## config.mk

```make
export PLATFORM = sky130hd
export DESIGN_NAME = pc_predict_unit
export DESIGN_NICKNAME = d
export VERILOG_FILES = /design/src/rtl/pc_predict_unit.sv
export SDC_FILE = /design/constraint.sdc
export NUM_CORES = 1
export LEC_CHECK = 0
export ABC_AREA = 1
export CORE_MARGIN = 3
export CORE_UTILIZATION = 30
export CTS_CLUSTER_SIZE = 25
export DETAILED_ROUTE_END_ITERATION = 6
export GPL_TIMING_DRIVEN = 1
export PLACE_DENSITY_LB_ADDON = 0.12
export SLEW_MARGIN = 5
export SYNTH_ARGS = -nofsm -noshare
export SYNTH_HDL_FRONTEND = slang
export SYNTH_SLANG_ARGS = --single-unit
```

## constraint.sdc

```tcl
create_clock -name clk -period 11.6 [get_ports clk]
set_input_delay 2.32 -clock clk [delete_from_list [all_inputs] [get_ports clk]]
set_output_delay 2.32 -clock clk [all_outputs]
set_load 0.1 [all_outputs]
```

## src/rtl/pc_predict_unit.sv

```systemverilog
// Fetch PC generator with a direct-mapped branch history/target table.
// Resolves branches in execute, redirects on mispredict and supports a sticky HALTED state.
module pc_predict_unit #(
  parameter int PC_W      = 16,
  parameter int OFF_W     = 9,
  parameter int BHT_DEPTH = 16
) (
  input  logic              clk,
  input  logic              rst_n,
  input  logic              stall,
  input  logic              halt,
  input  logic              ex_valid,
  input  logic              ex_branch,
  input  logic              ex_branch_reg,
  input  logic [2:0]        ex_cond,
  input  logic [OFF_W-1:0]  ex_imm,
  input  logic [2:0]        ex_flags,
  input  logic [PC_W-1:0]   ex_pc,
  input  logic [PC_W-1:0]   ex_rs_data,
  input  logic              ex_pred_taken,
  input  logic [PC_W-1:0]   ex_pred_target,
  output logic [PC_W-1:0]   pc,
  output logic              pred_taken,
  output logic [PC_W-1:0]   pred_target,
  output logic              redirect,
  output logic              halted,
  output logic [15:0]       mispredict_cnt
);

  // state   | meaning
  // S_RUN   | fetching normally
  // S_HALTED| HLT retired at fetch; PC frozen until reset
  localparam logic [0:0] S_RUN    = 1'b0;
  localparam logic [0:0] S_HALTED = 1'b1;

  localparam int IDX_W = $clog2(BHT_DEPTH);
  localparam int TAG_W = PC_W - IDX_W - 1;
  localparam logic [PC_W-1:0] PC_STEP = PC_W'(2);

  logic [0:0]      state_q, state_d;
  logic [PC_W-1:0] pc_q, pc_d;
  logic [15:0]     cnt_q, cnt_d;

  logic             valid_q [BHT_DEPTH];
  logic [TAG_W-1:0] tag_q   [BHT_DEPTH];
  logic [1:0]       ctr_q   [BHT_DEPTH];
  logic [PC_W-1:0]  tgt_q   [BHT_DEPTH];

  logic            flag_z, flag_v, flag_n;
  logic            cond_true;
  logic            is_branch;
  logic            actual_taken;
  logic [PC_W-1:0] seq_pc;
  logic [PC_W-1:0] br_offset;
  logic [PC_W-1:0] actual_target;
  logic [PC_W-1:0] redirect_pc;

  logic [IDX_W-1:0] rd_idx;
  logic [TAG_W-1:0] rd_tag;
  logic [IDX_W-1:0] wr_idx;
  logic [TAG_W-1:0] wr_tag;
  logic [1:0]       wr_ctr;
  logic             tbl_update;

  assign flag_z = ex_flags[2];
  assign flag_v = ex_flags[1];
  assign flag_n = ex_flags[0];

  always_comb begin
    cond_true = 1'b0;
    case (ex_cond)
      3'b000:  cond_true = ~flag_z;
      3'b001:  cond_true = flag_z;
      3'b010:  cond_true = ~flag_z & ~flag_n;
      3'b011:  cond_true = flag_n;
      3'b100:  cond_true = flag_n | (~flag_z & ~flag_n);
      3'b101:  cond_true = flag_n | flag_z;
      3'b110:  cond_true = flag_v;
      default: cond_true = 1'b1;
    endcase
  end

  assign is_branch    = ex_branch | ex_branch_reg;
  assign actual_taken = ex_valid & is_branch & cond_true;
  assign seq_pc       = ex_pc + PC_STEP;
  assign br_offset    = {{(PC_W-OFF_W-1){ex_imm[OFF_W-1]}}, ex_imm, 1'b0};
  assign actual_target = ex_branch_reg ? ex_rs_data : (seq_pc + br_offset);
  assign redirect_pc   = actual_taken ? actual_target : seq_pc;

  // A non-branch predicted taken falls out of the first term since actual_taken is 0.
  assign redirect = ex_valid &
                    ((actual_taken != ex_pred_taken) |
                     (actual_taken & (ex_pred_target != actual_target)));

  assign rd_idx = pc_q[IDX_W:1];
  assign rd_tag = pc_q[PC_W-1:IDX_W+1];

  assign pred_taken  = valid_q[rd_idx] & (tag_q[rd_idx] == rd_tag) & ctr_q[rd_idx][1];
  assign pred_target = pred_taken ? tgt_q[rd_idx] : (pc_q + PC_STEP);

  assign wr_idx     = ex_pc[IDX_W:1];
  assign wr_tag     = ex_pc[PC_W-1:IDX_W+1];
  assign tbl_update = ex_valid & is_branch;

  always_comb begin
    wr_ctr = ctr_q[wr_idx];
    if (actual_taken) begin
      if (ctr_q[wr_idx] != 2'b11) wr_ctr = ctr_q[wr_idx] + 2'd1;
    end else begin
      if (ctr_q[wr_idx] != 2'b00) wr_ctr = ctr_q[wr_idx] - 2'd1;
    end
  end

  always_comb begin
    state_d = state_q;
    if (state_q == S_RUN && halt && !stall && !redirect) state_d = S_HALTED;
  end

  always_comb begin
    pc_d = pred_target;
    if (state_q == S_HALTED) pc_d = pc_q;
    else if (redirect)       pc_d = redirect_pc;
    else if (stall)          pc_d = pc_q;
  end

  always_comb begin
    cnt_d = cnt_q;
    if (redirect && cnt_q != 16'hFFFF) cnt_d = cnt_q + 16'd1;
  end

  always_ff @(posedge clk or negedge rst_n) begin
    if (!rst_n) begin
      state_q <= S_RUN;
      pc_q    <= '0;
      cnt_q   <= '0;
    end else begin
      state_q <= state_d;
      pc_q    <= pc_d;
      cnt_q   <= cnt_d;
    end
  end

  // Written regardless of stall/halt; reads this cycle still see the old entry.
  always_ff @(posedge clk or negedge rst_n) begin
    if (!rst_n) begin
      for (int i = 0; i < BHT_DEPTH; i++) begin
        valid_q[i] <= 1'b0;
        tag_q[i]   <= '0;
        ctr_q[i]   <= 2'b01;
        tgt_q[i]   <= '0;
      end
    end else if (tbl_update) begin
      valid_q[wr_idx] <= 1'b1;
      tag_q[wr_idx]   <= wr_tag;
      ctr_q[wr_idx]   <= wr_ctr;
      if (actual_taken) tgt_q[wr_idx] <= actual_target;
    end
  end

  assign pc             = pc_q;
  assign halted         = (state_q == S_HALTED);
  assign mispredict_cnt = cnt_q;

endmodule

```

# Word-level counts from Yosys, hierarchy flattened
# Index checks and enable logic that the tools add are counted.
[classes]
n_bitwise = 17
shifts = 0
mul = 0
div_mod_pow = 0
addsub = 6
eq_ne = 12
n_lt_le_gt_ge = 3
reduce_logical = 11
muxes = 35
[ops]
columns = ["operator", "count"]
rows = [
  ["256-bit bitwise mux", 1],
  ["176-bit bitwise mux", 1],
  ["16-bit 2-to-1 mux", 8],
  ["16-bit binary-select mux with 4-bit select", 1],
  ["16-bit demux with 4-bit select", 1],
  ["11-bit binary-select mux with 4-bit select", 1],
  ["11-bit demux with 4-bit select", 1],
  ["11-bit 2-to-1 mux", 3],
  ["16-bit by 2-bit adder with 16-bit output, second input constant", 2],
  ["32-bit bitwise mux", 1],
  ["16-bit by 1-bit adder with 16-bit output, second input constant", 1],
  ["16-bit adder", 1],
  ["2-bit binary-select mux with 4-bit select", 2],
  ["2-bit 2-to-1 mux", 8],
  ["16-bit != test", 1],
  ["16-bit != test, second input constant", 1],
  ["16-bit bitwise OR", 1],
  ["11-bit equality test", 1],
  ["5-bit >= comparator, second input constant", 2],
  ["4-bit NOT with 5-bit output", 2],
  ["3-bit equality test, second input constant", 3],
  ["2-bit demux with 4-bit select", 1],
  ["1-bit bitwise AND", 7],
  ["1-bit case mux with 7 select lines", 1],
  ["18 further kinds", 32],
]
[word_totals]
mem_bits_rw = 0
rom_bits = 0
register_bits = 513
inputBits = 71
latchBits = 0
elab_cells = 151
memories = 0

# Logic depth before layout (Yosys ltp)
[depth]
depth_word = 10
ltp_mapped = 33

# Worst setup path after synthesis
# Ideal clock, no wire load.
[synth_path]
path_type = "input to output"
from = "input ex_pc[2]"
to = "output redirect"
t_arrival_ps = 5379
path_stages = 25
setup_slack_ps = 3901
required_ps = 9280
path_cell_list = "clkbuf_1 nand3_1 nor3_1 inv_1 nor2_1 inv_1 nor2_1 inv_1 o21ai_0 inv_1 ha_1 nand2_1 nor2_1 and2_1 nand2_1 nand2_1 nand3_1 nand3_1 nand3_1 nand3_1 nor2_2 nand2_4 nand2_4 inv_2 buf_2"
[synth_between]
elab_chain_cells = 7
[synth_rtl]
columns = ["item", "line", "rtl"]
rows = [
  ["start, declared", "18", "input logic [PC_W-1:0] ex_pc,"],
  ["16-bit by 2-bit adder with 16-bit output", "85", "assign seq_pc = ex_pc + PC_STEP;"],
  ["16-bit adder", "87", "assign actual_target = ex_branch_reg ? ex_rs_data : (seq_pc + br_offset);"],
  ["16-bit 2-to-1 mux", "87", ""],
  ["16-bit != test", "93", "(actual_taken & (ex_pred_target != actual_target)));"],
  ["1-bit bitwise AND", "93", ""],
  ["1-bit bitwise OR", "92", "((actual_taken != ex_pred_taken) |"],
  ["1-bit bitwise AND", "91", "assign redirect = ex_valid &"],
  ["end, declared", "25", "output logic redirect,"],
]
# No other way between the ends.

# Worst setup path in the final report
[layout_path]
from = "input ex_pc[1]"
to = "output redirect"
# The elaborated chain is that of the path after synthesis.

==> flow_summary.yaml <==
status:
  status: "completed"
critical_path:
  endpoint_kind: "primary output"
  crit_path_frequent_cell: "nand2_1"
  r2r_end: "pc[4]$_DFFE_PN0P_"
  cp_max_fo: 21
  start_kind: "primary input"
  arrival_ns: 7.31
  criticalPathCategory: "in2out"
  crit_slowest_cell: "clkdlybuf4s50_1"
  reg2regPathDepth: 18
  r2r-start: "pc[1]$_DFFE_PN0P_"
  required_ns: 9.28
  slowest_delay_ns: 0.98
  r2r_slack_ns: 6.91
  crit_chain: "clkdlybuf4s50_1, ha_1, nand2_1, nor3_1, nand3_1, xor2_1, inv_1, ha_1, nand2_1, inv_1, a21oi_1, nand3_1, nand2_1, nand3_1, nand2_1, nand2_1, nand4_2, nor2_4, nand2_4, nand2_4, inv_2, buf_4"
cells_and_area:
  nNetsFinal: 3458
  postLayoutCellArea_sq_um: 30200
  area_delta_synth_final_pct: 15.5
  drive_gt1_share_pct: 6.68
  multi_input_area_sq_um: 11100
  seq_area_sq_um: 12900
  fillers: 9295
  layout_commonest_cell: "nand2_1"
  most-common-layout-cells: "nand2_1 (798), o21ai_0 (604), dfrtp_1 (494)"
die:
  design.core.area_sq_um: 85700
  die_area_sq_um: 90600
  fp-row-count: 107
  die_x_um: 301
  io_pins: 122
  start_util_pct: 30.5
  fp.dieH_um: 301
logic_synthesis:
  avgSynthCellArea_sq_um: 7.79
  syn_nets: 3442
  async_reset_ff_share_pct: 100
  synth_cell_types: 54
  synthesis.area_sq_um: 26100
  synthFlopType: "dfrtp_1"
  synth-seq-cells: 513
  yosysSeqAreaShare_pct: 49.2
  syn_inst: 3350
  synth_edf_count: 0
  yosysWarnings: 0
clock_tree:
  cts.sinks: 513
  insertion_delay_ns: 0.62
  cts-root-buf: "clkbuf_16"
  cts_tree: "built"
  h-tree-depth: 2
  cts.hold.buffers_added: 0
  clockBufferDepth: 3
  numCtsBuffers: 60
  post_cts_buffers: 0
  clk_pin_slew_worst_paths_ns: 0.06
  cts_resized: 0
drt:
  final_antenna_net_count: 0
  wl_per_cell_um: 22.7
  vias_per_cell: 5.02
  drt_iter0_markers: 1861
  routed_wl_mm: 103
  drc_errors: 0
  route.vias.total: 22893
  first_pass_iters: 7
timing:
  setup_ws_ns: 1.97
  finalSetupTns_ns: 0
  max_slew_margin_pct: 14.2
  final-hold-violation-count: 0
  finClkSkew_ns: 0.00949
  rsz0062_at_grt: "no"
  post-route-period-util_pct: 83.0
  period_needed_ns: 9.63
  max_freq_ghz: 0.104
  tightest_slew_ns: 1.29
  setup_violations: 0
  slew_viol_final: 0
pwr:
  p_leak_nw: 14.0
  power_density_nw_per_um2: 187
  ir_worst_vdd_uv: 123
global_routing:
  track_usage_pct: 22.9
  grt_pass1_vias: 22748
  grt_max_degree: 177
  grt_pass1_wl_mm: 156
  overflow: 0
  antenna_found_initial: 3
placement:
  dp_hpwl_mm: 65.9
  dp_slack_ns: 1.98
  place_area_sq_um: 28100
  place.gp.congestion: 0.903
  portBuffers: 121
worst_hold_path:
  hold_path_class: "reg2reg"
  hold_path_depth: 2
  timing.hold.worst_endpoint: "valid_q[12]$_DFFE_PN0P_"
  min_from: "valid_q[12]$_DFFE_PN0P_"
job:
  max_cap_viol_count: 0
-- worst max-delay path, delay by kind of cell --
family | cells | cell delay (ns)
fa+ha+maj | 2 | 0.68
buf+inv | 5 | 1.72
xor+xnor | 1 | 0.20
simple gates | 13 | 2.17
compound gates | 1 | 0.18
-- cell families after synthesis --
| family | count (synthesis) | synth area share [%] |
|---|---|---|
| xor+xnor | 36 | 1.21 |
| fa+ha+maj | 22 | 1.07 |
| flops | 513 | 49.2 |
| simple gates | 1317 | 20.9 |
| buf+inv | 513 | 8.29 |
| compound gates | 949 | 19.3 |
-- per-stage QoR --
step | utilization (%) | cells | power, W | hold WS, ns
2_1_floorplan | - | 3350 | 0.00326 | 0.419
3_3_place_gp | 32.8 | 4448 | 0.00368 | 0.432
3_5_place_dp | 32.8 | 4448 | 0.00369 | 0.438
4_1_cts | 35.2 | 4557 | 0.00569 | 0.453
5_1_grt | 35.2 | 4557 | 0.00598 | 0.485
6_report | 35.2 | 4559 | 0.00564 | 0.449
-- synth_stat cells (3+ instances only) --
cell        n  area (sq um)
a21boi_0    4          30.0
a21oi_1   149           746
a311oi_1    4          35.0
a31o_2      7          61.3
a31oi_1     6          37.5
buf_1       7          26.3
buf_2      42           210
buf_4      17           128
buf_6      12           135
clkbuf_1  121           454
clkinv_1   10          37.5
dfrtp_1   497         12400
dfstp_2    16           420
ha_1       20           250
inv_1     289          1080
inv_2      10          37.5
nand2_1   802          3010
nand2_2    13          81.3
nand2_4     7          78.8
nand3_1   176           881
nand3_2     4          40.0
nand3b_1    3          22.5
nand4_1    12          75.1
nor2_1    252           946
nor2_2      4          25.0
nor2_4      3          33.8
nor3_1      8          40.0
o211ai_1   24           180
o21ai_0   604          3020
o21ai_1    34           170
o22ai_1   108           676
or2_1       5          31.3
or2_2      20           125
xnor2_1     9          78.8
xor2_1     27           236
-- routing by layer --
metal	vias to the layer above	track usage [%]	share of wire [%]
li1	11062	-	-
met1	11184	31.3	46
met2	499	38.3	47
met3	146	2.92	4.3
met4	2	5.84	2.5
met5	-	0	0.015
-- sequential cells by signal, summed over array words and instances (netlist names) --
signal and flops:
halted 1, ctr_q 32, tag_q 176, tgt_q 256, pc 16, valid_q 16
mispredict_cnt 16
-- where the power goes --
group / total, W / internal, W / leakage [nW] / switching, W
clock: 0.00198 / 0.00119 / 1.00 / 0.000794
combinational: 0.00126 / 0.000416 / 6.64 / 0.000840
sequential: 0.00241 / 0.00220 / 6.34 / 0.000203
total: 0.00564 / 0.00380 / 14.0 / 0.00184
-- how the worst max path moves through the flow --
| stage | cells after the start | startpoint | to | slack (ns) |
|---|---|---|---|---|
| after detailed placement | 22 | ex_pc[1] | redirect | 1.98 |
| after global routing | 22 | ex_pc[1] | redirect | 1.52 |
| after CTS | 24 | ex_pc[1] | redirect | 1.97 |
| after global placement | 24 | ex_pc[1] | redirect | 2.09 |
| after floorplan | 25 | ex_pc[2] | redirect | 3.90 |
| final | 22 | ex_pc[1] | redirect | 1.97 |
-- final cells by class --
cell class	count	share of cell area, %
diodes	2	0.0166
clock buffers	95	6.19
clock inverters	14	0.626
inverters	311	3.89
multi-input cells	2324	36.8
flip-flops and latches	513	42.7
well taps	1144	4.75
repair buffers	156	5.06
(Power assumes the default switching activity.)
